==> src/rtl/mastermind_pkg.sv <==
// mastermind_pkg: shared mode codes, controller states and default sizing for the Mastermind game sequencer.
package mastermind_pkg;

    localparam int N_DIGITS_DEF  = 4;
    localparam int DIGIT_W_DEF   = 3;
    localparam int MAX_TRIES_DEF = 10;

    localparam logic [1:0] MODE_PW_IDLE  = 2'b00;
    localparam logic [1:0] MODE_PW_SET   = 2'b01;
    localparam logic [1:0] MODE_TRY_IDLE = 2'b10;
    localparam logic [1:0] MODE_TRY_SET  = 2'b11;

    typedef enum logic [2:0] {
        IDLE,
        LOAD_PW,
        LOAD_GS,
        CMP_EXACT,
        CMP_NEAR,
        RESULT,
        OVER
    } ctrl_state_e;

endpackage

==> src/rtl/mastermind_ctrl_if.sv <==
// mastermind_ctrl_if: mode/digit input side and score/status output side of the game sequencer.
interface mastermind_ctrl_if
    import mastermind_pkg::*;
#(
    parameter int N_DIGITS  = N_DIGITS_DEF,
    parameter int DIGIT_W   = DIGIT_W_DEF,
    parameter int MAX_TRIES = MAX_TRIES_DEF
);
    localparam int CW = $clog2(N_DIGITS + 1);
    localparam int TW = $clog2(MAX_TRIES + 1);

    logic [1:0]         mode;
    logic [DIGIT_W-1:0] digit;
    logic               enter;
    logic               pw_valid;
    logic               busy;
    logic               result_valid;
    logic [CW-1:0]      hits;
    logic [CW-1:0]      near;
    logic [TW-1:0]      tries;
    logic               win;
    logic               lose;
    logic               err;

    modport master (
        output mode, digit, enter,
        input  pw_valid, busy, result_valid, hits, near, tries, win, lose, err
    );

    modport slave (
        input  mode, digit, enter,
        output pw_valid, busy, result_valid, hits, near, tries, win, lose, err
    );

endinterface

==> src/rtl/mastermind_scorer.sv <==
// mastermind_scorer: sequential scorer, one exact position per cycle then one (guess,password) pair per cycle.
module mastermind_scorer
    import mastermind_pkg::*;
#(
    parameter int N_DIGITS = N_DIGITS_DEF,
    parameter int DIGIT_W  = DIGIT_W_DEF,
    localparam int CW      = $clog2(N_DIGITS + 1)
) (
    input  logic                             clk_i,
    input  logic                             rst_ni,
    input  logic                             start_i,
    input  logic [N_DIGITS-1:0][DIGIT_W-1:0] pw_i,
    input  logic [N_DIGITS-1:0][DIGIT_W-1:0] gs_i,
    output logic                             done_o,
    output logic [CW-1:0]                    hits_o,
    output logic [CW-1:0]                    near_o
);
    localparam int IW = N_DIGITS > 1 ? $clog2(N_DIGITS) : 1;

    ctrl_state_e         phase_q, phase_d;
    logic [IW-1:0]       i_q, i_d, j_q, j_d;
    logic [N_DIGITS-1:0] gused_q, gused_d, pused_q, pused_d;
    logic [CW-1:0]       hits_q, hits_d, near_q, near_d;
    logic                i_last, j_last;

    assign i_last = i_q == IW'(N_DIGITS - 1);
    assign j_last = j_q == IW'(N_DIGITS - 1);
    assign done_o = phase_q == CMP_NEAR && i_last && j_last;
    assign hits_o = hits_q;
    assign near_o = near_q;

    // Exact pass marks matched slots used so the near pass credits each digit at most once.
    always_comb begin
        phase_d = phase_q;
        i_d     = i_q;
        j_d     = j_q;
        gused_d = gused_q;
        pused_d = pused_q;
        hits_d  = hits_q;
        near_d  = near_q;
        if (start_i) begin
            phase_d = CMP_EXACT;
            i_d     = '0;
            j_d     = '0;
            gused_d = '0;
            pused_d = '0;
            hits_d  = '0;
            near_d  = '0;
        end else if (phase_q == CMP_EXACT) begin
            if (gs_i[i_q] == pw_i[i_q]) begin
                hits_d       = hits_q + 1'b1;
                gused_d[i_q] = 1'b1;
                pused_d[i_q] = 1'b1;
            end
            i_d     = i_last ? '0 : i_q + 1'b1;
            phase_d = i_last ? CMP_NEAR : CMP_EXACT;
        end else if (phase_q == CMP_NEAR) begin
            if (!gused_q[i_q] && !pused_q[j_q] && gs_i[i_q] == pw_i[j_q]) begin
                near_d       = near_q + 1'b1;
                gused_d[i_q] = 1'b1;
                pused_d[j_q] = 1'b1;
            end
            j_d     = j_last ? '0 : j_q + 1'b1;
            i_d     = j_last ? (i_last ? '0 : i_q + 1'b1) : i_q;
            phase_d = (i_last && j_last) ? IDLE : CMP_NEAR;
        end
    end

    // Scoring state register; hits/near hold until the next start.
    always_ff @(posedge clk_i or negedge rst_ni) begin
        if (!rst_ni) begin
            phase_q <= IDLE;
            i_q     <= '0;
            j_q     <= '0;
            gused_q <= '0;
            pused_q <= '0;
            hits_q  <= '0;
            near_q  <= '0;
        end else begin
            phase_q <= phase_d;
            i_q     <= i_d;
            j_q     <= j_d;
            gused_q <= gused_d;
            pused_q <= pused_d;
            hits_q  <= hits_d;
            near_q  <= near_d;
        end
    end

endmodule

==> src/rtl/mastermind_ctrl.sv <==
// mastermind_ctrl: Mastermind game sequencer (password/guess entry, scoring hand-off, tries, win/lose).
// Define MASTERMIND_DUP_REJECT_EN to reject password digits already stored (err pulses instead).
module mastermind_ctrl
    import mastermind_pkg::*;
#(
    parameter int N_DIGITS  = N_DIGITS_DEF,
    parameter int DIGIT_W   = DIGIT_W_DEF,
    parameter int MAX_TRIES = MAX_TRIES_DEF
) (
    input logic               clk_i,
    input logic               rst_ni,
    mastermind_ctrl_if.slave  bus
);
    localparam int IW = N_DIGITS > 1 ? $clog2(N_DIGITS) : 1;
    localparam int CW = $clog2(N_DIGITS + 1);
    localparam int TW = $clog2(MAX_TRIES + 1);

    ctrl_state_e                      state_q, state_d;
    logic [IW-1:0]                    idx_q, idx_d;
    logic [N_DIGITS-1:0][DIGIT_W-1:0] pw_q, pw_d, gs_q, gs_d;
    logic                             pw_valid_q, pw_valid_d;
    logic                             win_q, win_d, lose_q, lose_d;
    logic [TW-1:0]                    tries_q, tries_d;
    logic                             start, done, dup, last;
    logic [CW-1:0]                    hits, near;

    assign last = idx_q == IW'(N_DIGITS - 1);

`ifdef MASTERMIND_DUP_REJECT_EN
    logic err_q, err_d;

    // A digit already present in the filled part of the password is a duplicate.
    always_comb begin
        dup = 1'b0;
        for (int k = 0; k < N_DIGITS; k++)
            if (IW'(k) < idx_q && pw_q[k] == bus.digit) dup = 1'b1;
    end

    assign err_d = state_q == LOAD_PW && bus.mode == MODE_PW_SET && bus.enter && !pw_valid_q && dup;

    // Rejection flag registered into a one-cycle pulse.
    always_ff @(posedge clk_i or negedge rst_ni) begin
        if (!rst_ni) err_q <= 1'b0;
        else         err_q <= err_d;
    end

    assign bus.err = err_q;
`else
    assign dup     = 1'b0;
    assign bus.err = 1'b0;
`endif

    mastermind_scorer #(
        .N_DIGITS (N_DIGITS),
        .DIGIT_W  (DIGIT_W)
    ) u_scorer (
        .clk_i   (clk_i),
        .rst_ni  (rst_ni),
        .start_i (start),
        .pw_i    (pw_q),
        .gs_i    (gs_q),
        .done_o  (done),
        .hits_o  (hits),
        .near_o  (near)
    );

    // Entry FSM; CMP_EXACT here covers the whole scorer run (exact then near passes).
    always_comb begin
        state_d    = state_q;
        idx_d      = idx_q;
        pw_d       = pw_q;
        gs_d       = gs_q;
        pw_valid_d = pw_valid_q;
        tries_d    = tries_q;
        win_d      = win_q;
        lose_d     = lose_q;
        start      = 1'b0;
        case (state_q)
            IDLE: begin
                if (bus.mode == MODE_PW_SET) begin
                    state_d    = LOAD_PW;
                    idx_d      = '0;
                    pw_valid_d = 1'b0;
                    tries_d    = '0;
                    win_d      = 1'b0;
                    lose_d     = 1'b0;
                end else if (bus.mode == MODE_TRY_SET && pw_valid_q && !win_q && !lose_q) begin
                    state_d = LOAD_GS;
                    idx_d   = '0;
                end
            end
            LOAD_PW: begin
                if (bus.mode != MODE_PW_SET) begin
                    state_d = IDLE;
                end else if (bus.enter && !pw_valid_q && !dup) begin
                    pw_d[idx_q] = bus.digit;
                    idx_d       = idx_q + 1'b1;
                    pw_valid_d  = last;
                end
            end
            LOAD_GS: begin
                if (bus.mode != MODE_TRY_SET) begin
                    state_d = IDLE;
                end else if (bus.enter) begin
                    gs_d[idx_q] = bus.digit;
                    idx_d       = idx_q + 1'b1;
                    state_d     = last ? CMP_EXACT : LOAD_GS;
                    start       = last;
                end
            end
            CMP_EXACT: state_d = done ? RESULT : CMP_EXACT;
            RESULT: begin
                tries_d = tries_q + 1'b1;
                if (hits == CW'(N_DIGITS)) begin
                    win_d   = 1'b1;
                    state_d = OVER;
                end else if (tries_d == TW'(MAX_TRIES)) begin
                    lose_d  = 1'b1;
                    state_d = OVER;
                end else begin
                    state_d = IDLE;
                end
            end
            OVER: begin
                if (bus.mode == MODE_PW_IDLE) begin
                    state_d    = IDLE;
                    win_d      = 1'b0;
                    lose_d     = 1'b0;
                    pw_valid_d = 1'b0;
                end
            end
            default: state_d = IDLE;
        endcase
    end

    // Controller state, stored digits and game flags.
    always_ff @(posedge clk_i or negedge rst_ni) begin
        if (!rst_ni) begin
            state_q    <= IDLE;
            idx_q      <= '0;
            pw_q       <= '0;
            gs_q       <= '0;
            pw_valid_q <= 1'b0;
            tries_q    <= '0;
            win_q      <= 1'b0;
            lose_q     <= 1'b0;
        end else begin
            state_q    <= state_d;
            idx_q      <= idx_d;
            pw_q       <= pw_d;
            gs_q       <= gs_d;
            pw_valid_q <= pw_valid_d;
            tries_q    <= tries_d;
            win_q      <= win_d;
            lose_q     <= lose_d;
        end
    end

    assign bus.pw_valid     = pw_valid_q;
    assign bus.busy         = state_q == CMP_EXACT;
    assign bus.result_valid = state_q == RESULT;
    assign bus.hits         = hits;
    assign bus.near         = near;
    assign bus.tries        = tries_q;
    assign bus.win          = win_q;
    assign bus.lose         = lose_q;

endmodule

==> src/flat_wrapper.sv <==
// flat-port wrapper written by rule: the top's interface ports become plain ports
module mastermind_ctrl_flat import mastermind_pkg::*;
#(
    parameter int N_DIGITS  = N_DIGITS_DEF,
    parameter int DIGIT_W   = DIGIT_W_DEF,
    parameter int MAX_TRIES = MAX_TRIES_DEF
)
  (clk_i, rst_ni, bus_mode, bus_digit, bus_enter, bus_pw_valid, bus_busy, bus_result_valid, bus_hits, bus_near, bus_tries, bus_win, bus_lose, bus_err);
  mastermind_ctrl_if #(.N_DIGITS(N_DIGITS), .DIGIT_W(DIGIT_W), .MAX_TRIES(MAX_TRIES)) bus_i ();
  input logic clk_i;
  input logic rst_ni;
  input wire logic [$bits(bus_i.mode)-1:0] bus_mode;
  input wire logic [$bits(bus_i.digit)-1:0] bus_digit;
  input wire logic [$bits(bus_i.enter)-1:0] bus_enter;
  output wire logic [$bits(bus_i.pw_valid)-1:0] bus_pw_valid;
  output wire logic [$bits(bus_i.busy)-1:0] bus_busy;
  output wire logic [$bits(bus_i.result_valid)-1:0] bus_result_valid;
  output wire logic [$bits(bus_i.hits)-1:0] bus_hits;
  output wire logic [$bits(bus_i.near)-1:0] bus_near;
  output wire logic [$bits(bus_i.tries)-1:0] bus_tries;
  output wire logic [$bits(bus_i.win)-1:0] bus_win;
  output wire logic [$bits(bus_i.lose)-1:0] bus_lose;
  output wire logic [$bits(bus_i.err)-1:0] bus_err;
  assign bus_i.mode = bus_mode;
  assign bus_i.digit = bus_digit;
  assign bus_i.enter = bus_enter;
  assign bus_pw_valid = bus_i.pw_valid;
  assign bus_busy = bus_i.busy;
  assign bus_result_valid = bus_i.result_valid;
  assign bus_hits = bus_i.hits;
  assign bus_near = bus_i.near;
  assign bus_tries = bus_i.tries;
  assign bus_win = bus_i.win;
  assign bus_lose = bus_i.lose;
  assign bus_err = bus_i.err;
  mastermind_ctrl #(.N_DIGITS(N_DIGITS), .DIGIT_W(DIGIT_W), .MAX_TRIES(MAX_TRIES)) u_core (.clk_i(clk_i), .rst_ni(rst_ni), .bus(bus_i));
endmodule
==> config.mk <==
export PLATFORM = sky130hd
export DESIGN_NAME = mastermind_ctrl_flat
export DESIGN_NICKNAME = d
export VERILOG_FILES = /design/src/rtl/mastermind_pkg.sv /design/src/rtl/mastermind_ctrl_if.sv /design/src/rtl/mastermind_scorer.sv /design/src/rtl/mastermind_ctrl.sv /design/src/flat_wrapper.sv
export SDC_FILE = /design/constraint.sdc
export NUM_CORES = 1
export LEC_CHECK = 0
export ABC_AREA = 1
export BUFFER_PORTS_ARGS = -buffer_cell sky130_fd_sc_hd__buf_4
export CAP_MARGIN = 10
export CORE_ASPECT_RATIO = 1.4
export CORE_MARGIN = 4
export CORE_UTILIZATION = 40
export DETAILED_ROUTE_END_ITERATION = 16
export GPL_ROUTABILITY_DRIVEN = 0
export PLACE_DENSITY = 0.7
export SETUP_SLACK_MARGIN = 0.5
export SLEW_MARGIN = 5
export SYNTH_ARGS = -nofsm -noshare
export SYNTH_HDL_FRONTEND = slang
export SYNTH_SLANG_ARGS = --single-unit
==> constraint.sdc <==
create_clock -name clk_i -period 1.55 [get_ports clk_i]
set_clock_uncertainty 0.05 [all_clocks]
set_input_delay 0.155 -clock clk_i [delete_from_list [all_inputs] [get_ports clk_i]]
set_output_delay 0.155 -clock clk_i [all_outputs]
set_load 0.01 [all_outputs]
; After elaboration in Yosys (flattened, before gate mapping)
; Cells that the tools add are included.
[totals]
elab_cells = 195
inputBits = 8
out_inout_bits = 16
reg_bits = 57
[op_classes]
mux = 82
bitwise_logic = 5
eq_ne = 32
addsub = 6
n_reduce_logical = 43
magnitude_cmp = 6
[ops]
columns = op, n
row1 = 3-bit two-way mux, 25
row2 = 4-bit two-way mux, 11
row3 = 2-bit two-way mux, 15
row4 = 12-bit bitwise mux, 2
row5 = 3-bit binary-select mux with 2-bit select, 3
row6 = 3-bit case mux with 6 select lines, 1
row7 = 3-bit nonzero test, 6
row8 = 2-bit by 1-bit != test with 1-bit output (second input constant), 8
row9 = 1-bit two-way mux, 15
row10 = 3-bit == test (second input constant), 4
row11 = 1-bit logical AND, 12
row12 = 4-bit bitwise OR, 3
row13 = 3-bit AND reduction, 4
row14 = 2-bit != test (second input constant), 5
row15 = 5-bit AND reduction, 2
row16 = 2-bit nonzero test, 5
row17 = 3-bit by 2-bit == test with 1-bit output (second input constant), 3
row18 = 2-bit by 3-bit less-than comparator with 1-bit output (second input constant), 3
row19 = 1-bit case mux with 3 select lines, 3
row20 = 2-bit == test (second input constant), 4
row21 = 4-bit case mux with 2 select lines, 1
row22 = 2-bit AND reduction, 4
row23 = 4-bit AND reduction, 2
row24 = 2-bit by 1-bit adder with 2-bit output (second input constant), 3
row25 = 18 further kinds, 30

; Longest topological paths before layout
[logic_depth]
word_depth = 9
depth_mapped = 14
ltp_nobuf = 13

; By module
; Synthesis repeated with hierarchy kept, for this count alone.
[unflattened]
hier_cells = 507
hier_area_um2 = 3559.7
[modules_own_cells]
columns = mod, n_inst, cells_per_inst, seq_area_each_um2, area_each_um2
row1 = mastermind_scorer, 1, 291, 500.5, 1781.7
row2 = mastermind_ctrl, 1, 216, 900.9, 1778.0

; Worst setup path after synthesis
; OpenSTA, ideal clock, no wires.
[synth_path]
path_type = register to register
start = register u_core.u_scorer.i_q[0]
end = register u_core.u_scorer.hits_q[2] (netlist: u_core.u_scorer.hits_o[2])
stages_incl_launch_ff = 14
path_slack_ns = -0.081
required_ns = 1.377
arrival_ns = 1.457
synth_period_minus_slack_ns = 1.631
n_path_buf = 2
cell_sequence = dfrtp_1 > buf_6 > inv_6 > buf_6 > nand2_2 > nand2_1 > nand2_1 > nand2_1 > nand2_1 > nand2_1 > nand3_2 > o21a_4 > nand2_1 > o21ai_2
[synth_between]
elab_chain_len = 5
word_cells_on_any_way = 7
classes_between = eq/ne (1) / mux (4) / reduce/logical (2)
[synth_lines]
columns = item, line_no
row1 = "start, declared", mastermind_scorer.sv:21  ; logic [IW-1:0] i_q, i_d, j_q, j_d;
row2 = "start signal, assigned", mastermind_scorer.sv:81  ; i_q <= i_d;
row3 = 3-bit binary-select mux with 2-bit select, mastermind_scorer.sv:50  ; if (gs_i[i_q] == pw_i[i_q]) begin
row4 = 3-bit two-way mux (not written as such), mastermind_scorer.sv:50
row5 = 3-bit == test *, mastermind_scorer.sv:50
row6 = 2-bit nonzero test (no line) *, -
row7 = 2-bit AND reduction (no line) *, -
row8 = "end signal, assigned", mastermind_scorer.sv:85  ; hits_q <= hits_d;
row9 = "end, declared", mastermind_scorer.sv:23  ; logic [CW-1:0] hits_q, hits_d, near_q, near_d;
; Every way passes the cells marked *; elsewhere a longest branch is shown, timed or not. The select of a mux whose other input is x is not followed.
; A chain may end at the register's enable or synchronous reset.

; Worst setup path in the final report
[layout_path]
start = register u_core.u_scorer.i_q[0]
end = register u_core.u_scorer.gused_q[0]
[layout_between]
elab_chain_len = 9
word_cells_on_any_way = 25
classes_between = order compare (2) / eq/ne (3) / mux (13) / bitwise (1) / reduce/logical (6)
[layout_lines]
columns = item, line_no
row1 = 2-bit by 3-bit less-than comparator with 1-bit output (not written as such) / 2-bit by 1-bit >= comparator with 1-bit output (equally long branches), "mastermind_scorer.sv:52, mastermind_scorer.sv:60"
row2 = 1-bit logical AND (not written as such), "mastermind_scorer.sv:52, mastermind_scorer.sv:60"
row3 = 1-bit two-way mux (not written as such), "mastermind_scorer.sv:52, mastermind_scorer.sv:60"
row4 = 1-bit demux with 2-bit select, "mastermind_scorer.sv:52, mastermind_scorer.sv:60"
row5 = 4-bit bitwise OR (no line), -
row6 = 4-bit two-way mux, mastermind_scorer.sv:58  ; if (!gused_q[i_q] && !pused_q[j_q] && gs_i[i_q] == pw_i[j_q]) begin
row7 = 4-bit two-way mux, mastermind_scorer.sv:57  ; end else if (phase_q == CMP_NEAR) begin
row8 = 4-bit two-way mux, mastermind_scorer.sv:49  ; end else if (phase_q == CMP_EXACT) begin
row9 = 4-bit two-way mux, mastermind_scorer.sv:41  ; if (start_i) begin
row10 = "end signal, assigned", mastermind_scorer.sv:83  ; gused_q <= gused_d;
row11 = "end, declared", mastermind_scorer.sv:22  ; logic [N_DIGITS-1:0] gused_q, gused_d, pused_q, pused_d;
; Several ways; a longest one is shown, not always the timed one. The select of a mux whose other input is x is not followed.

==> results.sh <==
export IMPL_maxClockFrequency_ghz=0.550
export IMPL_p_per_area_nw_per_um2=2050
export IMPL_clock_latency_ns=0.30
export IMPL_rows=40
export IMPL_start_util_pct=41.3
export IMPL_grt_pass1_wl_mm=17.1
export IMPL_yosysWarnings=0
export IMPL_worst_setup_path_start_kind="register"
export IMPL_dieArea_um2=10500
export IMPL_vias=3636
export IMPL_min_path_type="in2async"
export IMPL_cp_data_arrival_time_ns=1.96
export IMPL_syn_inst=485
export IMPL_status="finished with violations"
export IMPL_synth_edf_count=0
export IMPL_ant_nets=0
export IMPL_cp_end_kind="register"
export IMPL_cts_buffers=5
export IMPL_avgRoutedWirePerCell_um=15.3
export IMPL_synth_area_top_cells="dfrtp_1 39%, nand2_1 19%, ha_1 6.6%, o21ai_0 5.0%, nand3_1 4.9%"
export IMPL_grt_total_usage_pct=20.4
export IMPL_grt_pass1_vias=3710
export IMPL_cp_data_required_time_ns=1.69
export IMPL_finalCriticalPeriod_ns=1.82
export IMPL_synth_cell_types=34
export IMPL_final_cell_mix="127 x nand2_1, 66 x buf_4, 49 x dfrtp_1"
export IMPL_synth_cell_area_um2=3580
export IMPL_antenna_found_initial=0
export IMPL_fin_setup_tns_ns=-4.75
export IMPL_fillers=687
export IMPL_crit_path_max_fanout=8
export IMPL_preCtsSetupSlack_ns=-0.427
export IMPL_area_growth_pct=47.1
export IMPL_finalCritPeriodShare_pct=117
export IMPL_timing_rr_end="u_core.u_scorer.gused_q[0]$_DFFE_PN0P_"
export IMPL_tightest_slew_ns=0.701
export IMPL_final_max_slew_viol_count=0
export IMPL_clockBufferDepth=2
export IMPL_drv_cap=0
export IMPL_timing_hold_ws_ns=-0.148
export IMPL_finalNonFillerCells=692
export IMPL_core_area_um2=8660
export IMPL_dp_cells=640
export IMPL_clk_transition_reported_paths_ns=0.08
export IMPL_yosysSeqAreaShare_pct=39.2
export IMPL_finalWirelength_mm=10.6
export IMPL_first_pass_iters=4
export IMPL_synth_top_cell_by_area="dfrtp_1"
export IMPL_syn_nets=512
export IMPL_crit_type="reg2reg"
export IMPL_drive_above_1_share_pct=43.3
export IMPL_final_common_cell="nand2_1"
export IMPL_port_buffers=22
export IMPL_yosys_most_used_dff="dfrtp_1"
export IMPL_setup_ws_ns=-0.267
export IMPL_io_pins=24
export IMPL_final_nets=613
export IMPL_p_leak_nw=2.61
export IMPL_drtIter0Drc=325
export IMPL_root_buffer="clkbuf_16"
export IMPL_worstRegToRegCells=13
export IMPL_async_reset_ff_share_pct=100
export IMPL_synth_avg_cell_area_um2=7.38
export IMPL_slew_limit_headroom_pct=53.2
export IMPL_dp_hpwl_mm=6.72
export IMPL_cts_tree="yes"
export IMPL_finalHoldViolations=52
export IMPL_synth_seq_cells=56
export IMPL_rsz0062_at_grt="yes"
export IMPL_r2r_start="u_core.u_scorer.i_q[0]$_DFFE_PN0P_"
export IMPL_route_detailed_drc=0
export IMPL_rrSetupSlack_ns=-0.27
export IMPL_overflow=0
export IMPL_viasPerCell=5.25
export IMPL_grt_max_degree=54
export IMPL_synth_top_area_share_pct=39.2
export IMPL_die_y_um=120
export IMPL_antenna_cells=0
export IMPL_violations="hold timing, setup timing"
export IMPL_die_x_um=87.9
export IMPL_fin_util_pct=60.8
export IMPL_finalSetupViolCount=36
export IMPL_clock_sinks=56
export IMPL_max_vdd_ir_drop_uv=1270
export IMPL_cts_htree_levels=2
## layout make-up
| cell class | instances | area [µm²] | share of cell area [%] |
|---|---|---|---|
| Clock buffer | 7 | 153 | 2.90 |
| Clock inverter | 1 | 30.0 | 0.570 |
| Inverter | 48 | 203 | 3.85 |
| Multi-Input combinational cell | 372 | 2410 | 45.8 |
| Sequential cell | 56 | 1410 | 26.8 |
| Tap cell | 105 | 131 | 2.50 |
| Timing Repair Buffer | 102 | 918 | 17.4 |
| Timing Repair inverter | 1 | 8.76 | 0.166 |
## state kept, by name (all words and copies together), names as in the netlist
signal and cells:
u_core.u_scorer.gused_q 4, u_core.u_scorer.phase_q 2, u_core.idx_q 2, u_core.u_scorer.hits_o 3
u_core.u_scorer.pused_q 4, u_core.bus.pw_valid 1, u_core.u_scorer.j_q 2, u_core.pw_q 12
u_core.u_scorer.i_q 2, u_core.bus.win 1, u_core.u_scorer.near_o 3, u_core.bus.lose 1
u_core.state_q 3, u_core.gs_q 12, u_core.bus.tries 4
## per-layer routing
metal,global-route usage [%],up-vias,wire [µm]
li1,-,1759,-
met4,9.88,0,496
met1,23.9,1735,4080
met3,2.61,35,394
met5,0,-,0
met2,35.9,107,5600
## worst max-delay path, stage by stage (launching register included)
cell and delay, ns:
dfrtp_2 0.42, buf_4 0.15, inv_6 0.05, buf_4 0.14, nand2_1 0.05, nand3_1 0.06, nand2_1 0.09, nand3_2 0.10
nor2_4 0.16, nand2_4 0.08, nand2_4 0.09, nand3_4 0.13, nand2_1 0.10, nand2_1 0.05
## worst max path at each step
stage	cells past startpoint	from	to
finish	13	u_core.u_scorer.i_q[0]$_DFFE_PN0P_	u_core.u_scorer.gused_q[0]$_DFFE_PN0P_
global route	14	u_core.u_scorer.i_q[0]$_DFFE_PN0P_	u_core.u_scorer.gused_q[1]$_DFFE_PN0P_
global placement	13	u_core.u_scorer.i_q[0]$_DFFE_PN0P_	u_core.u_scorer.pused_q[3]$_DFFE_PN0P_
detailed placement	13	u_core.u_scorer.i_q[0]$_DFFE_PN0P_	u_core.u_scorer.pused_q[0]$_DFFE_PN0P_
floorplan	13	u_core.u_scorer.i_q[0]$_DFFE_PN0P_	u_core.u_scorer.hits_o[2]$_DFFE_PN0P_
CTS	14	u_core.u_scorer.i_q[0]$_DFFE_PN0P_	u_core.u_scorer.pused_q[0]$_DFFE_PN0P_
## cell families after synthesis
family	synth area share [%]
DFF	39.2
xor gates and xnor gates	0.735
adders and majority gates	6.65
buffers and inverters	7.31
and+or+nand+nor	35.7
AOI/OAI and AO/OA	10.3
other	0.105
## per-stage QoR
stage,area (µm²),total power [mW]
after floorplan,3700,5.84
after global placement,4200,7.14
after detailed placement,4200,7.30
after CTS,4960,10.0
after global routing,5260,11.5
final,5260,10.8
## synthesized netlist by cell type (4+ instances only)
master and number:
nand2_1 181, nand3_1 35, dfrtp_1 56, nor2_4 6, o21a_1 7, nor2_1 34, buf_2 4, a21oi_1 9
nand4_1 10, nand2_2 6, ha_1 19, inv_1 44, o21ai_0 36
## repair_timing
| action | 4_1_cts | 5_1_grt |
|---|---|---|
| gates resized for setup | 110 | 64 |
| pin swaps | 29 | 44 |
| endpoints found under the setup margin | 69 | 70 |
| cloned | 2 | 0 |
| endpoints found under the hold margin | 52 | 52 |
| setup buffers | 27 | 15 |
## where the power goes
group	switching, mW	internal [mW]	leakage, nW
logic	3.78	3.05	1.81
clock network	0.540	0.853	0.0901
registers	0.533	2.01	0.713
(Power assumes the default switching activity.)
